==> src/rtl/multicycle_ctrl_if.sv <==
// Control/status bundle between the multicycle MIPS main controller and its datapath.
// The controller side is the master; the datapath (including the multiplier) is the slave.
interface multicycle_ctrl_if;
    // Instruction fields and datapath status seen by the controller
    logic [5:0] opcode;
    logic [5:0] funct;
    logic       overflow;
    logic       zero;
    logic       mult_end;

    // Write enables and multiplier start
    logic       PC_w;
    logic       EPC_w;
    logic       MEM_w;
    logic       IR_w;
    logic       ALUOut_w;
    logic       RB_w;
    logic       AB_w;
    logic       MEM_DATA_REG_w;
    logic       mult_control;

    // Mux selects and ALU operation
    logic [1:0] M_PC;
    logic [1:0] M_MEM;
    logic [1:0] M_ALUSrcA;
    logic [1:0] M_ALUSrcB;
    logic [1:0] M_WREG;
    logic [1:0] M_EXC;
    logic [3:0] ALUOp;

    logic [4:0] state_dbg;

    // Multiplier handshake: mult_control is a single-cycle start pulse; mult_end is a
    // done pulse that is honoured only once the controller is waiting for it.
    modport master (
        input  opcode, funct, overflow, zero, mult_end,
        output PC_w, EPC_w, MEM_w, IR_w, ALUOut_w, RB_w, AB_w, MEM_DATA_REG_w, mult_control,
        output M_PC, M_MEM, M_ALUSrcA, M_ALUSrcB, M_WREG, M_EXC, ALUOp, state_dbg
    );

    modport slave (
        output opcode, funct, overflow, zero, mult_end,
        input  PC_w, EPC_w, MEM_w, IR_w, ALUOut_w, RB_w, AB_w, MEM_DATA_REG_w, mult_control,
        input  M_PC, M_MEM, M_ALUSrcA, M_ALUSrcB, M_WREG, M_EXC, ALUOp, state_dbg
    );
endinterface

==> src/rtl/multicycle_ctrl.sv <==
// Moore main control unit for the multicycle MIPS datapath: instruction sequencing,
// multiplier start/wait and the exception entry sequence (EPC save, vector fetch).
module multicycle_ctrl (
    input  logic               clk,
    input  logic               reset,
    multicycle_ctrl_if.master  bus
);

    localparam logic [3:0] ALUOP_PASS = 4'b0000;
    localparam logic [3:0] ALUOP_ADD  = 4'b0001;
    localparam logic [3:0] ALUOP_SUB  = 4'b0010;
    localparam logic [3:0] ALUOP_AND  = 4'b0011;

    localparam logic [5:0] OP_RTYPE = 6'h00;
    localparam logic [5:0] OP_ADDI  = 6'h08;
    localparam logic [5:0] OP_LW    = 6'h23;
    localparam logic [5:0] OP_SW    = 6'h2B;
    localparam logic [5:0] OP_BEQ   = 6'h04;
    localparam logic [5:0] OP_J     = 6'h02;

    localparam logic [5:0] FN_ADD  = 6'h20;
    localparam logic [5:0] FN_SUB  = 6'h22;
    localparam logic [5:0] FN_AND  = 6'h24;
    localparam logic [5:0] FN_MULT = 6'h18;

    localparam logic [1:0] EXC_INVALID  = 2'b00;
    localparam logic [1:0] EXC_OVERFLOW = 2'b01;

    localparam logic [1:0] PC_ALU     = 2'b00;
    localparam logic [1:0] PC_ALUOUT  = 2'b01;
    localparam logic [1:0] PC_JUMP    = 2'b10;
    localparam logic [1:0] MEM_ALUOUT = 2'b01;
    localparam logic [1:0] MEM_EXC    = 2'b11;
    localparam logic [1:0] SRCA_PC    = 2'b00;
    localparam logic [1:0] SRCA_A     = 2'b01;
    localparam logic [1:0] SRCA_MEM   = 2'b10;
    localparam logic [1:0] SRCB_B     = 2'b00;
    localparam logic [1:0] SRCB_FOUR  = 2'b01;
    localparam logic [1:0] SRCB_IMM   = 2'b10;
    localparam logic [1:0] SRCB_BOFS  = 2'b11;
    localparam logic [1:0] WREG_RT    = 2'b00;
    localparam logic [1:0] WREG_RD    = 2'b01;

    typedef enum logic [4:0] {
        S_RESET      = 5'd0,
        S_FETCH      = 5'd1,
        S_FETCH_WAIT = 5'd2,
        S_DECODE     = 5'd3,
        S_R_EXEC     = 5'd4,
        S_R_WB       = 5'd5,
        S_I_EXEC     = 5'd6,
        S_I_WB       = 5'd7,
        S_ADDR       = 5'd8,
        S_LW_RD      = 5'd9,
        S_LW_WAIT    = 5'd10,
        S_LW_WB      = 5'd11,
        S_SW_WR      = 5'd12,
        S_BR         = 5'd13,
        S_JUMP       = 5'd14,
        S_MULT_START = 5'd15,
        S_MULT_WAIT  = 5'd16,
        S_EXC_EPC    = 5'd17,
        S_EXC_SAVE   = 5'd18,
        S_EXC_RD     = 5'd19,
        S_EXC_WAIT   = 5'd20,
        S_EXC_JMP    = 5'd21
    } state_t;

    typedef struct packed {
        logic       pc_w;
        logic       epc_w;
        logic       mem_w;
        logic       ir_w;
        logic       aluout_w;
        logic       rb_w;
        logic       ab_w;
        logic       mdr_w;
        logic       mult_control;
        logic [1:0] m_pc;
        logic [1:0] m_mem;
        logic [1:0] m_alusrca;
        logic [1:0] m_alusrcb;
        logic [1:0] m_wreg;
        logic [1:0] m_exc;
        logic [3:0] aluop;
    } ctl_t;

    state_t     state;
    state_t     state_next;
    logic [1:0] exc_code;
    logic [1:0] exc_next;
    ctl_t       ctl_q;
    ctl_t       ctl_out;
    logic       br_taken;

    // Moore output table; evaluated on the next state so the outputs come straight off flops.
    function automatic ctl_t state_outputs(input state_t s, input logic [5:0] fn,
                                           input logic [1:0] code);
        ctl_t c;
        c = '0;
        case (s)
            S_FETCH: begin
                c.m_alusrca = SRCA_PC;
                c.m_alusrcb = SRCB_FOUR;
                c.aluop     = ALUOP_ADD;
                c.m_pc      = PC_ALU;
                c.pc_w      = 1'b1;
            end
            S_FETCH_WAIT: c.ir_w = 1'b1;
            S_DECODE: begin
                c.ab_w      = 1'b1;
                c.m_alusrcb = SRCB_BOFS;
                c.aluop     = ALUOP_ADD;
                c.aluout_w  = 1'b1;
            end
            S_R_EXEC: begin
                c.m_alusrca = SRCA_A;
                c.m_alusrcb = SRCB_B;
                c.aluout_w  = 1'b1;
                case (fn)
                    FN_SUB:  c.aluop = ALUOP_SUB;
                    FN_AND:  c.aluop = ALUOP_AND;
                    default: c.aluop = ALUOP_ADD;
                endcase
            end
            S_R_WB: begin
                c.m_wreg = WREG_RD;
                c.rb_w   = 1'b1;
            end
            S_I_EXEC, S_ADDR: begin
                c.m_alusrca = SRCA_A;
                c.m_alusrcb = SRCB_IMM;
                c.aluop     = ALUOP_ADD;
                c.aluout_w  = 1'b1;
            end
            S_I_WB, S_LW_WB: begin
                c.m_wreg = WREG_RT;
                c.rb_w   = 1'b1;
            end
            S_LW_RD: c.m_mem = MEM_ALUOUT;
            S_LW_WAIT: begin
                c.m_mem = MEM_ALUOUT;
                c.mdr_w = 1'b1;
            end
            S_SW_WR: begin
                c.m_mem = MEM_ALUOUT;
                c.mem_w = 1'b1;
            end
            S_BR: begin
                c.m_alusrca = SRCA_A;
                c.m_alusrcb = SRCB_B;
                c.aluop     = ALUOP_SUB;
            end
            S_JUMP: begin
                c.m_pc = PC_JUMP;
                c.pc_w = 1'b1;
            end
            S_MULT_START: c.mult_control = 1'b1;
            S_EXC_EPC: begin
                // PC already points past the faulting instruction
                c.m_alusrca = SRCA_PC;
                c.m_alusrcb = SRCB_FOUR;
                c.aluop     = ALUOP_SUB;
                c.aluout_w  = 1'b1;
            end
            S_EXC_SAVE: c.epc_w = 1'b1;
            S_EXC_RD, S_EXC_WAIT: begin
                c.m_mem = MEM_EXC;
                c.m_exc = code;
            end
            S_EXC_JMP: begin
                c.m_alusrca = SRCA_MEM;
                c.aluop     = ALUOP_PASS;
                c.m_pc      = PC_ALU;
                c.pc_w      = 1'b1;
            end
            default: c = '0;
        endcase
        return c;
    endfunction

    always_comb begin
        state_next = state;
        exc_next   = exc_code;
        case (state)
            S_RESET:      state_next = S_FETCH;
            S_FETCH:      state_next = S_FETCH_WAIT;
            S_FETCH_WAIT: state_next = S_DECODE;
            S_DECODE: begin
                case (bus.opcode)
                    OP_RTYPE: begin
                        if (bus.funct == FN_ADD || bus.funct == FN_SUB || bus.funct == FN_AND) begin
                            state_next = S_R_EXEC;
                        end else if (bus.funct == FN_MULT) begin
                            state_next = S_MULT_START;
                        end else begin
                            state_next = S_EXC_EPC;
                            exc_next   = EXC_INVALID;
                        end
                    end
                    OP_ADDI:      state_next = S_I_EXEC;
                    OP_LW, OP_SW: state_next = S_ADDR;
                    OP_BEQ:       state_next = S_BR;
                    OP_J:         state_next = S_JUMP;
                    default: begin
                        state_next = S_EXC_EPC;
                        exc_next   = EXC_INVALID;
                    end
                endcase
            end
            S_R_EXEC: begin
                // and cannot overflow; only add/sub trap
                if (bus.overflow && bus.funct != FN_AND) begin
                    state_next = S_EXC_EPC;
                    exc_next   = EXC_OVERFLOW;
                end else begin
                    state_next = S_R_WB;
                end
            end
            S_I_EXEC: begin
                if (bus.overflow) begin
                    state_next = S_EXC_EPC;
                    exc_next   = EXC_OVERFLOW;
                end else begin
                    state_next = S_I_WB;
                end
            end
            S_ADDR:       state_next = (bus.opcode == OP_LW) ? S_LW_RD : S_SW_WR;
            S_LW_RD:      state_next = S_LW_WAIT;
            S_LW_WAIT:    state_next = S_LW_WB;
            S_R_WB, S_I_WB, S_LW_WB, S_SW_WR, S_BR, S_JUMP, S_EXC_JMP:
                          state_next = S_FETCH;
            S_MULT_START: state_next = S_MULT_WAIT;
            S_MULT_WAIT:  state_next = bus.mult_end ? S_FETCH : S_MULT_WAIT;
            S_EXC_EPC:    state_next = S_EXC_SAVE;
            S_EXC_SAVE:   state_next = S_EXC_RD;
            S_EXC_RD:     state_next = S_EXC_WAIT;
            S_EXC_WAIT:   state_next = S_EXC_JMP;
            default:      state_next = S_RESET;
        endcase
    end

    always_ff @(posedge clk) begin
        if (reset) begin
            state    <= S_RESET;
            exc_code <= EXC_INVALID;
            ctl_q    <= '0;
        end else begin
            state    <= state_next;
            exc_code <= exc_next;
            ctl_q    <= state_outputs(state_next, bus.funct, exc_next);
        end
    end

    // Branch decision uses the live zero flag; reset silences every strobe in its own cycle.
    assign br_taken = (state == S_BR) && bus.zero;

    always_comb begin
        ctl_out = ctl_q;
        if (br_taken) begin
            ctl_out.pc_w = 1'b1;
            ctl_out.m_pc = PC_ALUOUT;
        end
        if (reset) begin
            ctl_out = '0;
        end
    end

    assign bus.PC_w           = ctl_out.pc_w;
    assign bus.EPC_w          = ctl_out.epc_w;
    assign bus.MEM_w          = ctl_out.mem_w;
    assign bus.IR_w           = ctl_out.ir_w;
    assign bus.ALUOut_w       = ctl_out.aluout_w;
    assign bus.RB_w           = ctl_out.rb_w;
    assign bus.AB_w           = ctl_out.ab_w;
    assign bus.MEM_DATA_REG_w = ctl_out.mdr_w;
    assign bus.mult_control   = ctl_out.mult_control;
    assign bus.M_PC           = ctl_out.m_pc;
    assign bus.M_MEM          = ctl_out.m_mem;
    assign bus.M_ALUSrcA      = ctl_out.m_alusrca;
    assign bus.M_ALUSrcB      = ctl_out.m_alusrcb;
    assign bus.M_WREG         = ctl_out.m_wreg;
    assign bus.M_EXC          = ctl_out.m_exc;
    assign bus.ALUOp          = ctl_out.aluop;
    assign bus.state_dbg      = state;

endmodule

==> src/flat_wrapper.sv <==
// flat-port wrapper written by rule: the top's interface ports become plain ports
module multicycle_ctrl_flat 
  (clk, reset, bus_opcode, bus_funct, bus_overflow, bus_zero, bus_mult_end, bus_PC_w, bus_EPC_w, bus_MEM_w, bus_IR_w, bus_ALUOut_w, bus_RB_w, bus_AB_w, bus_MEM_DATA_REG_w, bus_mult_control, bus_M_PC, bus_M_MEM, bus_M_ALUSrcA, bus_M_ALUSrcB, bus_M_WREG, bus_M_EXC, bus_ALUOp, bus_state_dbg);
  multicycle_ctrl_if bus_i ();
  input  logic clk;
  input  logic reset;
  input wire logic [$bits(bus_i.opcode)-1:0] bus_opcode;
  input wire logic [$bits(bus_i.funct)-1:0] bus_funct;
  input wire logic [$bits(bus_i.overflow)-1:0] bus_overflow;
  input wire logic [$bits(bus_i.zero)-1:0] bus_zero;
  input wire logic [$bits(bus_i.mult_end)-1:0] bus_mult_end;
  output wire logic [$bits(bus_i.PC_w)-1:0] bus_PC_w;
  output wire logic [$bits(bus_i.EPC_w)-1:0] bus_EPC_w;
  output wire logic [$bits(bus_i.MEM_w)-1:0] bus_MEM_w;
  output wire logic [$bits(bus_i.IR_w)-1:0] bus_IR_w;
  output wire logic [$bits(bus_i.ALUOut_w)-1:0] bus_ALUOut_w;
  output wire logic [$bits(bus_i.RB_w)-1:0] bus_RB_w;
  output wire logic [$bits(bus_i.AB_w)-1:0] bus_AB_w;
  output wire logic [$bits(bus_i.MEM_DATA_REG_w)-1:0] bus_MEM_DATA_REG_w;
  output wire logic [$bits(bus_i.mult_control)-1:0] bus_mult_control;
  output wire logic [$bits(bus_i.M_PC)-1:0] bus_M_PC;
  output wire logic [$bits(bus_i.M_MEM)-1:0] bus_M_MEM;
  output wire logic [$bits(bus_i.M_ALUSrcA)-1:0] bus_M_ALUSrcA;
  output wire logic [$bits(bus_i.M_ALUSrcB)-1:0] bus_M_ALUSrcB;
  output wire logic [$bits(bus_i.M_WREG)-1:0] bus_M_WREG;
  output wire logic [$bits(bus_i.M_EXC)-1:0] bus_M_EXC;
  output wire logic [$bits(bus_i.ALUOp)-1:0] bus_ALUOp;
  output wire logic [$bits(bus_i.state_dbg)-1:0] bus_state_dbg;
  assign bus_i.opcode = bus_opcode;
  assign bus_i.funct = bus_funct;
  assign bus_i.overflow = bus_overflow;
  assign bus_i.zero = bus_zero;
  assign bus_i.mult_end = bus_mult_end;
  assign bus_PC_w = bus_i.PC_w;
  assign bus_EPC_w = bus_i.EPC_w;
  assign bus_MEM_w = bus_i.MEM_w;
  assign bus_IR_w = bus_i.IR_w;
  assign bus_ALUOut_w = bus_i.ALUOut_w;
  assign bus_RB_w = bus_i.RB_w;
  assign bus_AB_w = bus_i.AB_w;
  assign bus_MEM_DATA_REG_w = bus_i.MEM_DATA_REG_w;
  assign bus_mult_control = bus_i.mult_control;
  assign bus_M_PC = bus_i.M_PC;
  assign bus_M_MEM = bus_i.M_MEM;
  assign bus_M_ALUSrcA = bus_i.M_ALUSrcA;
  assign bus_M_ALUSrcB = bus_i.M_ALUSrcB;
  assign bus_M_WREG = bus_i.M_WREG;
  assign bus_M_EXC = bus_i.M_EXC;
  assign bus_ALUOp = bus_i.ALUOp;
  assign bus_state_dbg = bus_i.state_dbg;
  multicycle_ctrl u_core (.clk(clk), .reset(reset), .bus(bus_i));
endmodule
==> config.mk <==
export PLATFORM = sky130hd
export DESIGN_NAME = multicycle_ctrl_flat
export DESIGN_NICKNAME = d
export VERILOG_FILES = /design/src/rtl/multicycle_ctrl_if.sv /design/src/rtl/multicycle_ctrl.sv /design/src/flat_wrapper.sv
export SDC_FILE = /design/constraint.sdc
export NUM_CORES = 1
export LEC_CHECK = 0
export ABC_AREA = 1
export CELL_PAD_IN_SITES_DETAIL_PLACEMENT = 0
export CELL_PAD_IN_SITES_GLOBAL_PLACEMENT = 1
export CORE_MARGIN = 8
export CORE_UTILIZATION = 32
export DETAILED_ROUTE_END_ITERATION = 6
export PLACE_DENSITY = 0.77
export SLEW_MARGIN = 20
export SYNTH_ARGS = -nofsm -noshare
export SYNTH_HDL_FRONTEND = slang
export SYNTH_SLANG_ARGS = --single-unit
==> constraint.sdc <==
create_clock -name clk -period 2.32 [get_ports clk]
set_input_delay 0.348 -clock clk [delete_from_list [all_inputs] [get_ports clk]]
set_output_delay 0.348 -clock clk [all_outputs]
set_load 0.05 [all_outputs]
==> reports/results.txt <==
Clock H-tree levels = 1
Final Non-Filler Cells = 410
Initial DRC count = 72
Vias in the first global route = 1,761
Initial antenna violation count = 0
Reg2Reg Setup Slack = 0.30 ns
Number of synthesized flops with an enable pin = 0
Crit Path Category = reg -> reg
Yosys reg bits = 28
Share of layout cells above drive strength 1 = 0.168
# setup viols final = 0
Sink Count = 28
Tightest Hold Check Type = reg -> reg
Routability cong. = 0.829
Fraction of synthesized area in multiplexers = 0
WHS Endpoint = u_core.ctl_q[5]$_SDFF_PP0_
Root Buffer = clkbuf_8
Seq/Total Area, Yosys = 0.330
Max clock buf depth = 2
NetSw = 0.662 mW
Main combinational cell family by area after synthesis = simple AND/OR/NAND/NOR gates
Die area = 0.00790 mm^2
Clock slew at reported path FFs = 0.09 ns
Part of the power in combinational logic = 0.438
GR Overflow Total = 0
Final Skew = 0.00255 ns
Skew-Pair Late Insertion Delay = 0.27 ns
Count leader, synth = nor2_1
Routed length per placed instance = 10.9 um
Complex-gate fraction of the synthesized area = 0.0670
Worst-Margin Slew = 0.504 ns
Fmax = 495 MHz
Chip height = 88.9 um
Max_cap viols = 0
GR Util met1 = 0.144
Starting Density = 0.333
Maximum VDD drop = 264 uV
Final hold violation count = 0
Max Slew Vio Count = 0
DR vias = 1,811
Via density = 4.42
Post-synthesis async set-or-reset flop share = 0
Final worst path period need = 2.02 ns
Unique cell type count in the Yosys netlist = 29
Setup Buffers After CTS = 0
Synth top cells by count = 73 x nor2_1, 48 x inv_1, 47 x nand2_1
Clk pwr share = 0.225
Top-area cell type share of the netlist area = 0.330
Met2 usage = 0.217
Number of placed cells counting well taps = 406
Top Usage Layer GRT = met2
Startpoint type of the worst setup path = flip-flop
Hold path start = u_core.exc_code[1]$_SDFF_PP0_
Pre-CTS setup slack = -0.0193 ns
Simple-Gate Fraction of Synth Area = 0.448
WL final = 4460 um
# hold bufs at CTS = 0
Seq pwr share = 0.338
Global-route wire length before repair = 7760 um
Synth Area in XOR/XNOR = 0
Syn avg cell area = 5.86 um^2
Status = completed
PD cells = 669 mW/mm^2
Drt drc = 0
Number of buffers inserted by port buffering = 43
Largest net degree at the start of global routing = 24
Core footprint = 0.00511 mm^2
DRT antenna net count = 0
Hold Path Depth = 2
Mapped cell area = 0.00170 mm^2
Leakage power = 1.21 nW
Synthesis-to-finish area growth = 48.5%
Final Net Count = 358
TritonCTS buffer count = 3
GR Layer Usage met3 = 0.0248
Synth Flop Type = dfxtp_1
Post-DP HPWL = 3780 um
# diodes = 0
FP Rows = 26
Reg2reg path depth = 12
YS warnings = 0
Total GRT Usage = 0.123
Final worst slack = 0.298 ns
Switch share = 0.392
Pre-antenna DRT Iters = 4
Num ports = 47
Top post-synthesis cells by area = dfxtp_1 33%, nor2_1 16%, inv_1 11%, nand2_1 10%, nand3_1 9.7%
Internal power = 1.03 mW
Reg2reg end = u_core.ctl_q[9]$_SDFF_PP0_
Worst-path fanout max = 8
Crit. Startpoint = u_core.bus.state_dbg[1]$_SDFF_PP0_
Worst slew margin = 0.663
Adder-Cell Fraction of Synth Area = 0
Post-route clock period utilization = 0.872
CP required = 2.54 ns
Die Wd = 88.9 um
Syn Inst Count = 290
Largest area contributor in the netlist = dfxtp_1
RSZ-0062 raised after global routing = false
R2R Path Start = u_core.bus.state_dbg[1]$_SDFF_PP0_
CTS-repair resized insts = 0
CTS tree = yes
CP endpoint kind = flip-flop
Crit path DAT = 2.24 ns
Total power = 1.69 mW
## registers in the layout, indices dropped and copies added (netlist names)
register	flops
u_core.ctl_q	21
u_core.exc_code	2
u_core.bus.state_dbg	5
## power groups by stage
stage / registers [mW] / logic [mW] / clock network, mW
4_1_cts: 0.571 / 0.744 / 0.389
2_1_floorplan: 0.629 / 0.443 / 0
3_5_place_dp: 0.583 / 0.741 / 0
5_1_grt: 0.581 / 0.816 / 0.414
6_report: 0.570 / 0.739 / 0.380
3_3_place_gp: 0.583 / 0.742 / 0
## placed cells by master, fill, tap and decap left out, drive strengths merged
master,count
a21boi,1
a21oi,7
a31oi,2
buf,32
bufinv,1
clkbuf,3
clkdlybuf4s50,21
clkinv,1
conb,3
dfxtp,28
inv,56
nand2,49
nand3,35
nand3b,1
nand4,2
nor2,78
nor3,8
nor4,1
o211ai,1
o21ai,8
o31ai,1
or2,1
## area by class of cell
cell class	instances	area [um^2]
fillers	554	2580
multi-input cells	198	890
repair buffers	53	701
flip-flops and latches	28	562
inverters	57	214
well taps	70	87.6
clock buffers	3	41.3
clock inverters	1	30.0
## critical path: stages, from the launching register on
cell     delay [ns]
dfxtp_1        0.51
nor2_1         0.18
nand3_1        0.21
nand2_1        0.07
nor2_1         0.12
nand3_1        0.09
nor2_2         0.22
nand3_1        0.16
nor2_1         0.14
inv_1          0.05
nand2_1        0.08
o21ai_1        0.07
inv_1          0.07
## cells by family (layout without fill, tap and decap cells)
family / count (synthesis) / after routing
buffers and inverters: 66 / 114
AOI/OAI and AO/OA: 20 / 20
other: 1 / 3
DFF: 28 / 28
and+or+nand+nor: 175 / 175
## worst max path at each step
stage                                             end  cells past startpoint
after detailed placement   u_core.ctl_q[9]$_SDFF_PP0_                     14
final                      u_core.ctl_q[9]$_SDFF_PP0_                     12
after global routing      u_core.ctl_q[10]$_SDFF_PP0_                     12
after floorplan                              bus_PC_w                      4
after global placement    u_core.ctl_q[20]$_SDFF_PP0_                     14
after CTS                  u_core.ctl_q[9]$_SDFF_PP0_                     14
## stage by stage
step	area [um^2]	hold WS [ns]	utilization	TNS, ns
floorplan	1710	0.426	-	0
global placement	2450	0.438	0.480	0
detailed placement	2450	0.440	0.480	-0.0362
CTS	2520	0.456	0.494	0
global route	2520	0.496	0.494	0
finish	2520	0.451	0.494	0
## routing by layer
| metal | vias to the layer above | wire length (um) |
|---|---|---|
| met5 | - | 0 |
| met2 | 44 | 2190 |
| met4 | 0 | 27 |
| li1 | 984 | - |
| met3 | 4 | 330 |
| met1 | 779 | 1910 |
(Power assumes the default switching activity.)
